File: config.mk
export PLATFORM = sky130hd
export DESIGN_NAME = sha256_round_ctrl
export DESIGN_NICKNAME = d
export VERILOG_FILES = /design/src/rtl/sha256_ctrl_pkg.sv /design/src/rtl/sha256_round_cnt.sv /design/src/rtl/sha256_round_ctrl.sv
export SDC_FILE = /design/constraint.sdc
export NUM_CORES = 1
export LEC_CHECK = 0
export BUFFER_PORTS_ARGS = -buffer_cell sky130_fd_sc_hd__buf_2
export CORE_MARGIN = 3
export CORE_UTILIZATION = 30
export DETAILED_ROUTE_END_ITERATION = 7
export GPL_ROUTABILITY_DRIVEN = 0
export PLACE_DENSITY_LB_ADDON = 0.05
export SLEW_MARGIN = 5
export SYNTH_ARGS = -nofsm -noshare
export SYNTH_HDL_FRONTEND = slang
export SYNTH_HIERARCHICAL = 1
export SYNTH_SLANG_ARGS = --single-unit
File: constraint.sdc
create_clock -name clk -period 2.5 [get_ports clk]
set_input_delay 0.625 -clock clk [delete_from_list [all_inputs] [get_ports clk]]
set_output_delay 0.625 -clock clk [all_outputs]
set_load 0.005 [all_outputs]
File: src/rtl/sha256_ctrl_pkg.sv
// Shared types and defaults for the SHA-256 round controller.
// Optional abort input is enabled by defining SHA256_CTRL_ABORT_EN.
package sha256_ctrl_pkg;

    typedef enum logic [2:0] {
        IDLE  = 3'd0,
        INIT  = 3'd1,
        SOC   = 3'd2,
        WAIT  = 3'd3,
        ROUND = 3'd4
    } state_e;

    localparam int ROUNDS_DEF      = 64;
    localparam int SCHED_WORDS_DEF = 16;

    function automatic int round_w(input int rounds);
        return (rounds > 1) ? $clog2(rounds) : 1;
    endfunction

endpackage

File: src/rtl/sha256_round_cnt.sv
// Round index counter: synchronous clear, count enable, terminal count at ROUNDS-1.
module sha256_round_cnt
    import sha256_ctrl_pkg::*;
#(
    parameter int ROUNDS = ROUNDS_DEF,
    parameter int RW     = round_w(ROUNDS)
) (
    input  logic          clk,
    input  logic          rst,
    input  logic          clr,
    input  logic          en,
    output logic [RW-1:0] cnt,
    output logic          tc
);

    assign tc = (cnt == RW'(ROUNDS - 1));

    // Wrapping on tc keeps the index inside 0..ROUNDS-1 even if clr is late.
    always_ff @(posedge clk) begin
        if (rst || clr) begin
            cnt <= '0;
        end else if (en) begin
            cnt <= tc ? '0 : cnt + 1'b1;
        end
    end

endmodule

File: src/rtl/sha256_round_ctrl.sv
// Sequencer for the SHA-256 compression lanes: block intake, rounds, digest strobe.
// Define SHA256_CTRL_ABORT_EN to add the abort input (scrub lanes and return to IDLE).
module sha256_round_ctrl
    import sha256_ctrl_pkg::*;
#(
    parameter  int ROUNDS      = ROUNDS_DEF,
    parameter  int SCHED_WORDS = SCHED_WORDS_DEF,
    localparam int RW          = round_w(ROUNDS)
) (
    input  logic          clk,
    input  logic          rst,
    input  logic          start,
`ifdef SHA256_CTRL_ABORT_EN
    input  logic          abort,
`endif
    input  logic          blk_valid,
    input  logic          blk_last,
    output logic          blk_ready,
    output logic          wvar_rst_n,
    output logic          soc,
    output logic          eoc,
    output logic [RW-1:0] round,
    output logic          w_sel_in,
    output logic          busy,
    output logic          digest_valid
);

    localparam logic [RW:0] SCHED_LIM = (RW + 1)'(SCHED_WORDS);

    state_e state, state_nxt;
    logic   last_q;
    logic   abort_act;
    logic   cnt_clr;
    logic   cnt_en;
    logic   cnt_tc;

`ifdef SHA256_CTRL_ABORT_EN
    assign abort_act = abort && (state != IDLE);
`else
    assign abort_act = 1'b0;
`endif

    always_ff @(posedge clk) begin
        if (rst) begin
            state <= IDLE;
        end else begin
            state <= state_nxt;
        end
    end

    // last_q remembers whether the block now in flight closes the message.
    always_ff @(posedge clk) begin
        if (rst) begin
            last_q <= 1'b0;
        end else if (state == INIT) begin
            last_q <= 1'b0;
        end else if (state == WAIT && blk_valid && !abort_act) begin
            last_q <= blk_last;
        end
    end

    always_comb begin
        state_nxt = state;
        if (abort_act) begin
            state_nxt = IDLE;
        end else begin
            case (state)
                IDLE:    if (start) state_nxt = INIT;
                INIT:    state_nxt = SOC;
                SOC:     state_nxt = last_q ? IDLE : WAIT;
                WAIT:    if (blk_valid) state_nxt = ROUND;
                ROUND:   if (cnt_tc) state_nxt = SOC;
                default: state_nxt = IDLE;
            endcase
        end
    end

    // The counter sits at 0 everywhere except while rounds are running.
    assign cnt_clr = (state_nxt != ROUND);
    assign cnt_en  = (state == ROUND);

    sha256_round_cnt #(
        .ROUNDS (ROUNDS),
        .RW     (RW)
    ) u_cnt (
        .clk (clk),
        .rst (rst),
        .clr (cnt_clr),
        .en  (cnt_en),
        .cnt (round),
        .tc  (cnt_tc)
    );

    always_comb begin
        blk_ready    = 1'b0;
        wvar_rst_n   = 1'b1;
        soc          = 1'b0;
        eoc          = 1'b0;
        w_sel_in     = 1'b0;
        busy         = 1'b1;
        digest_valid = 1'b0;
        case (state)
            IDLE: begin
                eoc  = 1'b1;
                busy = 1'b0;
            end
            INIT:  wvar_rst_n = 1'b0;
            SOC: begin
                soc          = 1'b1;
                digest_valid = last_q;
            end
            WAIT: begin
                eoc       = 1'b1;
                blk_ready = 1'b1;
            end
            ROUND: w_sel_in = ({1'b0, round} < SCHED_LIM);
            default: begin
                eoc  = 1'b1;
                busy = 1'b0;
            end
        endcase
        // An abort scrubs the lanes and suppresses any handshake or digest this cycle.
        if (abort_act) begin
            wvar_rst_n   = 1'b0;
            blk_ready    = 1'b0;
            digest_valid = 1'b0;
        end
    end

endmodule

== After elaboration in Yosys (flattened, before gate mapping) ==
Index checks and enable logic that the tools add are counted.

* Muxes and demuxes: 13
* Equal/unequal tests: 6
* $lt $le $gt $ge: 1
* Add/sub/neg operators: 1
* Reductions and logical operators: 6

{| class="wikitable"
|+ Operators by type and width
! cell !! count
|-
| 3-bit one-hot mux with 5 select lines || 1
|-
| 3-bit 2-to-1 mux || 3
|-
| 1-bit 2-to-1 mux || 7
|-
| 6-bit by 1-bit adder with 6-bit output (second input constant) || 1
|-
| 3-bit by 2-bit == test with 1-bit output (second input constant) || 2
|-
| 6-bit == test (second input constant) || 1
|-
| 6-bit by 5-bit less-than comparator with 1-bit output (second input constant) || 1
|-
| 6-bit 2-to-1 mux || 1
|-
| 4-bit OR reduction || 1
|-
| 3-bit by 1-bit == test with 1-bit output (second input constant) || 1
|-
| 3-bit == test (second input constant) || 1
|-
| 3-bit zero test || 1
|-
| 3-bit inequality test (second input constant) || 1
|-
| 3-bit OR reduction || 1
|-
| 2-bit 2-to-1 mux || 1
|-
| 2-bit OR reduction || 1
|-
| 1-bit logical AND || 1
|-
| 1-bit logical OR || 1
|}

* Output and inout port bits: 13
* Input bits: 5
* Bits in registers: 10

== Logic depth before layout (Yosys ltp) ==
Gate-level depths: netlist of the first run.

* Depth after elaboration: 5
* Gate-level depth with buffers: 7
* Gate-level depth less buffers: 7

== Cells and area by module ==
Netlist of the first run, hierarchy kept.

{| class="wikitable"
|+ By module, submodules not included
! module !! seq. area each (µm²) !! area an instance (µm²) !! cells an instance !! instances
|-
| sha256_round_ctrl || 80.1 || 296.5 || 34 || 1
|-
| sha256_round_cnt || 120.1 || 280.3 || 30 || 1
|}

== Worst setup path before layout of the first run ==
OpenSTA, ideal clock, no wires.

* Kind: reg2out
* From: reg state[1]
* To: out w_sel_in
* Required time: 1875 ps
* Setup slack: 897 ps
* Buffers on the path: 1
* Arrival: 978 ps
* Cell stages (with the launch flop): 4
* Path through: dfxtp_1 -> buf_6 -> or3b_4 -> nor3_1

* Longest elaborated chain between the ends: 2

{| class="wikitable"
|+ Ends and longest elaborated chain
! what !! RTL line !! RTL
|-
| start, declared || sha256_round_ctrl.sv:30 || <nowiki>state_e state, state_nxt;</nowiki>
|-
| start signal, assigned || sha256_round_ctrl.sv:47 || <nowiki>state <= state_nxt;</nowiki>
|-
| 3-bit == test || sha256_round_ctrl.sv:102 || <nowiki>case (state)</nowiki>
|-
| 1-bit 2-to-1 mux || sha256_round_ctrl.sv:102 ||
|-
| end, declared || sha256_round_ctrl.sv:23 || <nowiki>output logic w_sel_in,</nowiki>
|}

No other way between the ends.

== Final worst setup path of the first run ==
* From: reg state[2]
* To: out w_sel_in

The elaborated chain is that of the path after synthesis.

==> results.cfg, run 1 <==
[power_and_ir_drop]
finalPower_uw = 358
p_per_area_nw_per_um2 = 520
p_leak_uw = 0.000308
peakVddDrop_mv = 0.168

[synth]
seq_area_frac_synth_pct = 34.7
yosysWarnings = 6
synth_fp_nets = 70
synthTopCellsByArea = dfxtp_1 35%, xor2_1 6.1%, mux2i_1 5.2%, nor3_1 4.3%, o21ai_0 4.3%
yosys.area.top_type = dfxtp_1
syn_inst = 64
syn_area_um2 = 577
ys_ff_latch = 10
syn_avg_cell_area_um2 = 9.01
synth_cell_type_count = 30
yosysTopAreaCellShare_pct = 34.7

[timing]
hold_slack_ps = 536
fin_crit_sh_pct = 81.7
worstMarginPinSlew_ps = 428
finalMaxSlewViolations = 0
relSlewSlack_pct = 71.4
setup-violations-final = 0
fmax_ghz = 0.490
fin_crit_ps = 2040
fin_setup_tns_ps = 0
finalHoldViolations = 0
rsz0062_at_grt = false
finClkSkew_ps = 1.02

[route]
met3WireLength_um = 64
drt_iter0_markers = 10
wl_mm = 1.19
drtPass1Iterations = 6
drcViolationCount = 0
wl_met1_um = 582
routedWlPerCell_um = 11.2
vias = 493
viasPerCell = 4.65
topRoutingLayerUsed = met4
route.met2.wl_um = 533
ant_nets = 0

[critical_path]
crit_start = state[2]
reg2reg_from = state[2]
start_kind = flop
crit_path_top_delay_cell = dfxtp_1
path_depth = 3
path_cells = or3b_4, nor3_1, buf_2
endpoint = w_sel_in
path_delay_family = simple AND/OR/NAND/NOR gates
setup.worst_path.end_class = primary output
crit_buf_inv = 1
cp_max_fo = 10
cp_slowest_stage_delay_ps = 470
cp_data_arrival_time_ps = 1420
worstPathRequired_ps = 1880
worstSetupPathType = reg2out
reg2reg_slack_ps = 710
rr_worst_depth = 5
r2r-end = u_cnt/cnt[5]

[place]
dp_hpwl_um = 908
port_buffers = 17

[clock_tree]
root_buffer = clkbuf_4
htree_levels = 1
ctsResizeCount = 0
clockBufferDepth = 2
cts_setup_buffers = 0
postCtsHoldBufs = 0
clkLatencyLatePin_ps = 250
cts.reportedPaths.clkPinSlew_ps = 60
cts_sinks = 10
cts_tree = done
cts-buffers-inserted = 3

[final_layout]
fin_util_pct = 39.0
drive_gt1_share_pct = 30.9
areaGrowthSynthToFinish_pct = 19.3
nFillCells = 208
nNetsFinal = 89
diodes = 0

[grt]
grt_pass1_vias = 500
grtUsageTotal_pct = 11.7
grt_max_degree = 14
antenna_found_initial = 0
grt_overflow = 0
grt_pass1_wl_mm = 2.25

[run]
drv_cap = 0

[die]
die_x_um = 49.9
die-area_um2 = 2490
fp.dieH_um = 49.9
ioPinCount = 18
initial_core_util_pct = 32.7
num_rows = 15
core_area_um2 = 1760

[run_status]
status = completed

[min_path]
hold_class = reg2reg
## area by class of cell
cell class / count / area [um^2] / area share (%)
Clock buffer: 3 / 22.5 / 3.27
Inverter: 2 / 7.51 / 1.09
Multi-Input combinational cell: 49 / 342 / 49.6
Sequential cell: 10 / 200 / 29.1
Tap cell: 25 / 31.3 / 4.55
Timing Repair Buffer: 17 / 85.1 / 12.4
## worst min-delay path by stage
stage | startpoint | endpoint | cells past startpoint
6_report | u_cnt/cnt[5] | u_cnt/cnt[5] | 2
5_1_grt | u_cnt/cnt[0] | u_cnt/cnt[0] | 2
4_1_cts | u_cnt/cnt[5] | u_cnt/cnt[5] | 2
3_5_place_dp | u_cnt/cnt[5] | u_cnt/cnt[5] | 2
3_3_place_gp | u_cnt/cnt[5] | u_cnt/cnt[5] | 2
2_1_floorplan | u_cnt/cnt[5] | u_cnt/cnt[5] | 2
## worst register-to-register path, cell delays in order, from the launching register on
cell     delay, ps
dfxtp_1        470
or3b_4         430
inv_1          180
nand4_2        160
or3_1          330
a21oi_1        150
## cell usage after synthesis
master     n
nor2_1     6
nand2_4    1
nand4b_1   1
nand3b_1   2
ha_1       1
or3_1      1
nor4bb_1   1
buf_2      1
nand4_2    1
nor2b_1    1
xor2_1     4
or3b_1     1
o21ai_0    5
nor2_2     1
nor3_1     5
nand4_1    2
inv_1      2
o21a_4     1
a21oi_1    2
mux2i_1    3
and2_1     2
dfxtp_1   10
or3b_4     1
a22oi_1    1
nand2_1    2
buf_6      2
a211oi_1   1
and2b_1    1
a31oi_1    1
xnor2_1    1
## metrics by stage
step / std cells / instance area (um^2) / setup slack [ps]
after global routing: 106 / 688 / 285
after floorplan: 64 / 577 / 897
after CTS: 106 / 688 / 452
final: 106 / 688 / 458
after global placement: 103 / 666 / 741
after detailed placement: 103 / 666 / 716
## cell families (layout without fill, tap and decap cells)
logic type / after synthesis / in the layout / synth area share (%)
mux: 3 / 3 / 5.21
fa+ha+maj: 1 / 1 / 2.17
simple gates: 29 / 29 / 31.9
compound gates: 11 / 11 / 12.4
buf+inv: 5 / 22 / 6.07
xor+xnor: 5 / 5 / 7.59
flops: 10 / 10 / 34.7
## flip-flops by register name, summed over array words and instances, names as in the netlist
name	cells
u_cnt/cnt	6
state	3
last_q	1
## power by group
group          switching (uW)  internal, uW  leakage (uW)
Clock                    52.1          55.4     0.0000138
Combinational            32.0          36.1      0.000214
Sequential               16.6           166     0.0000810
## per-layer routing
metal	GRT usage, %	vias up
met5	0	-
met4	4.61	0
met3	4.23	2
met2	14.8	13
met1	17.5	216
li1	-	262
## cell usage in the layout (no fill, tap or decap)
| master | instances |
|---|---|
| and2_1 | 2 |
| a31oi_1 | 1 |
| ha_1 | 1 |
| nand2_4 | 1 |
| xor2_1 | 4 |
| nand4_2 | 1 |
| xnor2_1 | 1 |
| or3b_4 | 1 |
| dfxtp_1 | 10 |
| o21a_4 | 1 |
| nand3b_1 | 2 |
| nor2_1 | 6 |
| nand2_1 | 2 |
| a211oi_1 | 1 |
| nand4b_1 | 1 |
| and2b_1 | 1 |
| or3_1 | 1 |
| inv_1 | 2 |
| o21ai_0 | 5 |
| nand4_1 | 2 |
| nor2b_1 | 1 |
| a22oi_1 | 1 |
| buf_2 | 17 |
| nor4bb_1 | 1 |
| or3b_1 | 1 |
| nor3_1 | 5 |
| mux2i_1 | 3 |
| clkbuf_4 | 3 |
| a21oi_1 | 2 |
| nor2_2 | 1 |
(Power assumes the default switching activity.)
==> run 2, diff against run 1 <==
--- a/config.mk
+++ b/config.mk
@@ -5,6 +5,7 @@
 export SDC_FILE = /design/constraint.sdc
 export NUM_CORES = 1
 export LEC_CHECK = 0
+export ABC_AREA = 1
 export BUFFER_PORTS_ARGS = -buffer_cell sky130_fd_sc_hd__buf_2
 export CORE_MARGIN = 3
 export CORE_UTILIZATION = 30
==> constraint.sdc (replaced) <==
create_clock -name clk -period 1.9 [get_ports clk]
set_input_delay 0.475 -clock clk [delete_from_list [all_inputs] [get_ports clk]]
set_output_delay 0.475 -clock clk [all_outputs]
set_load 0.005 [all_outputs]
==> run 2 against run 1 <==
Net effect:
- worst hold slack got worse by 130 ps
- first-iteration DRC count is 50% higher
- clock-buffer cell count unchanged
- area after synthesis is 3.5% lower
- largest cell class unchanged
- global-route usage decreased by 0.81 points
- core utilization increased by 4.1 points
- sequential cell count unchanged
- sequential share of layout area is 0.57 points lower
- critical path depth grew 6
==> results.cfg, run 2 <==
[power_and_ir_drop]
p_per_area_nw_per_um2 = 636
p_leak_uw = 0.000345
peakVddDrop_mv = 0.434

[final_layout]
final_common_cell = nand2_1
reg_top3 = u_cnt/cnt x6, state x3, last_q x1
fin_area_um2 = 702
nNetsFinal = 117
diodes = 0
mostFrequentLayoutCells = 26 x nand2_1, 17 x buf_2, 13 x inv_1
drive_gt1_share_pct = 24.8
largest_reg_flops = 6
areaGrowthSynthToFinish_pct = 26.1
largest-register = u_cnt/cnt

[critical_path]
setup.worst_path.end_class = flop
reg2reg_slack_ps = 220
cp_data_arrival_time_ps = 1870
reg2reg_from = u_cnt/cnt[0]
crit_path_top_delay_cell = dfxtp_1
worstPathRequired_ps = 2090
start_kind = flop
path_cells = ha_1, inv_1, nor3_1, or2_1, o21ai_2, inv_1, nor2_1, nand2_1, nor2_1
cp_max_fo = 4
cp_slowest_stage_delay_ps = 340
crit_start = u_cnt/cnt[0]
path_delay_family = simple AND/OR/NAND/NOR gates
crit_buf_inv = 2
worstSetupPathType = reg2reg

[synth]
yosysMostFrequentCell = nand2_1
ys_ff_latch = 10
synth_edf_count = 0
synthTopCellsByArea = dfxtp_1 36%, nand2_1 18%, inv_1 8.8%, nor2_1 7.4%, nand3_1 7.2%
synthArstFlopShare_pct = 0
synth-main-ff-cell = dfxtp_1
yosysWarnings = 6
yosysTopAreaCellShare_pct = 36.0
yosys.area.top_type = dfxtp_1
syn_area_um2 = 557
syn_avg_cell_area_um2 = 6.33
syn_inst = 88
synth_fp_nets = 94
synth_cell_type_count = 19
seq_area_frac_synth_pct = 36.0
synth_common_cells = 26 x nand2_1, 13 x inv_1, 11 x nor2_1, 10 x dfxtp_1, 8 x nand3_1

[die]
fp.dieH_um = 49.1
die-area_um2 = 2410
die_x_um = 49.1
core_area_um2 = 1630
initial_core_util_pct = 34.2
ioPinCount = 18
num_rows = 14

[clock_tree]
root_buffer = clkbuf_4
clkLatencyLatePin_ps = 260
cts_sinks = 10
cts.reportedPaths.clkPinSlew_ps = 60
cts-buffers-inserted = 3
htree_levels = 1
cts_tree = done
postCtsHoldBufs = 0
ctsResizeCount = 0
clockBufferDepth = 2
cts_setup_buffers = 0

[grt]
grtUsageTotal_pct = 10.9
grt_overflow = 0
grt_pass1_vias = 445
grt_max_degree = 9
grt_pass1_wl_mm = 2.01
antenna_found_initial = 0

[route]
vias = 584
topRoutingLayerUsed = met4
wl_mm = 1.22
ant_nets = 0
viasPerCell = 4.39
route.met2.wl_um = 445
drt_iter0_markers = 15
wl_met1_um = 666
met3WireLength_um = 94
drcViolationCount = 0
drtPass1Iterations = 4
routedWlPerCell_um = 9.17

[timing]
rsz0062_at_grt = false
finalMaxSlewViolations = 0
finalHoldViolations = 0
fin_crit_ps = 1680
relSlewSlack_pct = 83.6
finClkSkew_ps = 5.85
setup-violations-final = 0
hold_slack_ps = 403
worstMarginPinSlew_ps = 245
fin_setup_tns_ps = 0
fmax_ghz = 0.594
fin_crit_sh_pct = 88.5

[place]
dpl-instance-area_um2 = 679
dp_hpwl_mm = 1.01
port_buffers = 17

[run_status]
status = completed

[min_path]
hold_start = rst
hold_class = in2reg

[run]
drv_cap = 0
-- run 2: report_power, final --
| part | internal, uW | switching (uW) | total [uW] |
|---|---|---|---|
| Clock | 72.8 | 64.3 | 137 |
| Sequential | 217 | 8.16 | 225 |
| Combinational | 39.3 | 45.4 | 84.6 |
-- run 2: stage by stage --
stage | setup slack (ps) | total power, uW | util, % | std cells
2_1_floorplan | 412 | 276 | - | 88
3_3_place_gp | 314 | 315 | 41.7 | 130
3_5_place_dp | 223 | 315 | 41.7 | 130
4_1_cts | 195 | 460 | 43.1 | 133
5_1_grt | 57.4 | 482 | 43.1 | 133
6_report | 218 | 446 | 43.1 | 133
-- run 2: final cells by class --
type	instances	area (um^2)
well taps	24	30.0
fillers	190	927
repair buffers	18	92.6
multi-input cells	64	304
inverters	14	52.6
flip-flops and latches	10	200
clock buffers	3	22.5
-- run 2: layer usage --
layer	up-vias	GRT usage (%)
met4	0	2.84
met3	2	6.42
met2	15	11.2
li1	322	-
met1	245	17.3
met5	-	0
-- run 2: worst register-to-register path: stages, from the launching register on --
cell	delay (ps)
dfxtp_1	340
ha_1	220
inv_1	100
nor3_1	70
or2_1	230
o21ai_2	130
inv_1	50
nor2_1	220
nand2_1	160
nor2_1	110
-- run 2: path summary, 6_finish.rpt --
path,to,depth (start not counted)
setup / recovery,u_cnt/cnt[0],9
hold / removal,state[1],2
setup reg to reg,u_cnt/cnt[0],9
hold reg to reg,last_q,2
-- run 2: logic make-up (layout without fill, tap and decap cells) --
logic type      Yosys count  in the layout  synth area share (%)
buf+inv                  14             35                  9.44
fa+ha+maj                 1              1                  2.25
simple gates             54             54                  42.2
compound gates            8              8                  8.54
flops                    10             10                  36.0
xor+xnor                  1              1                  1.57
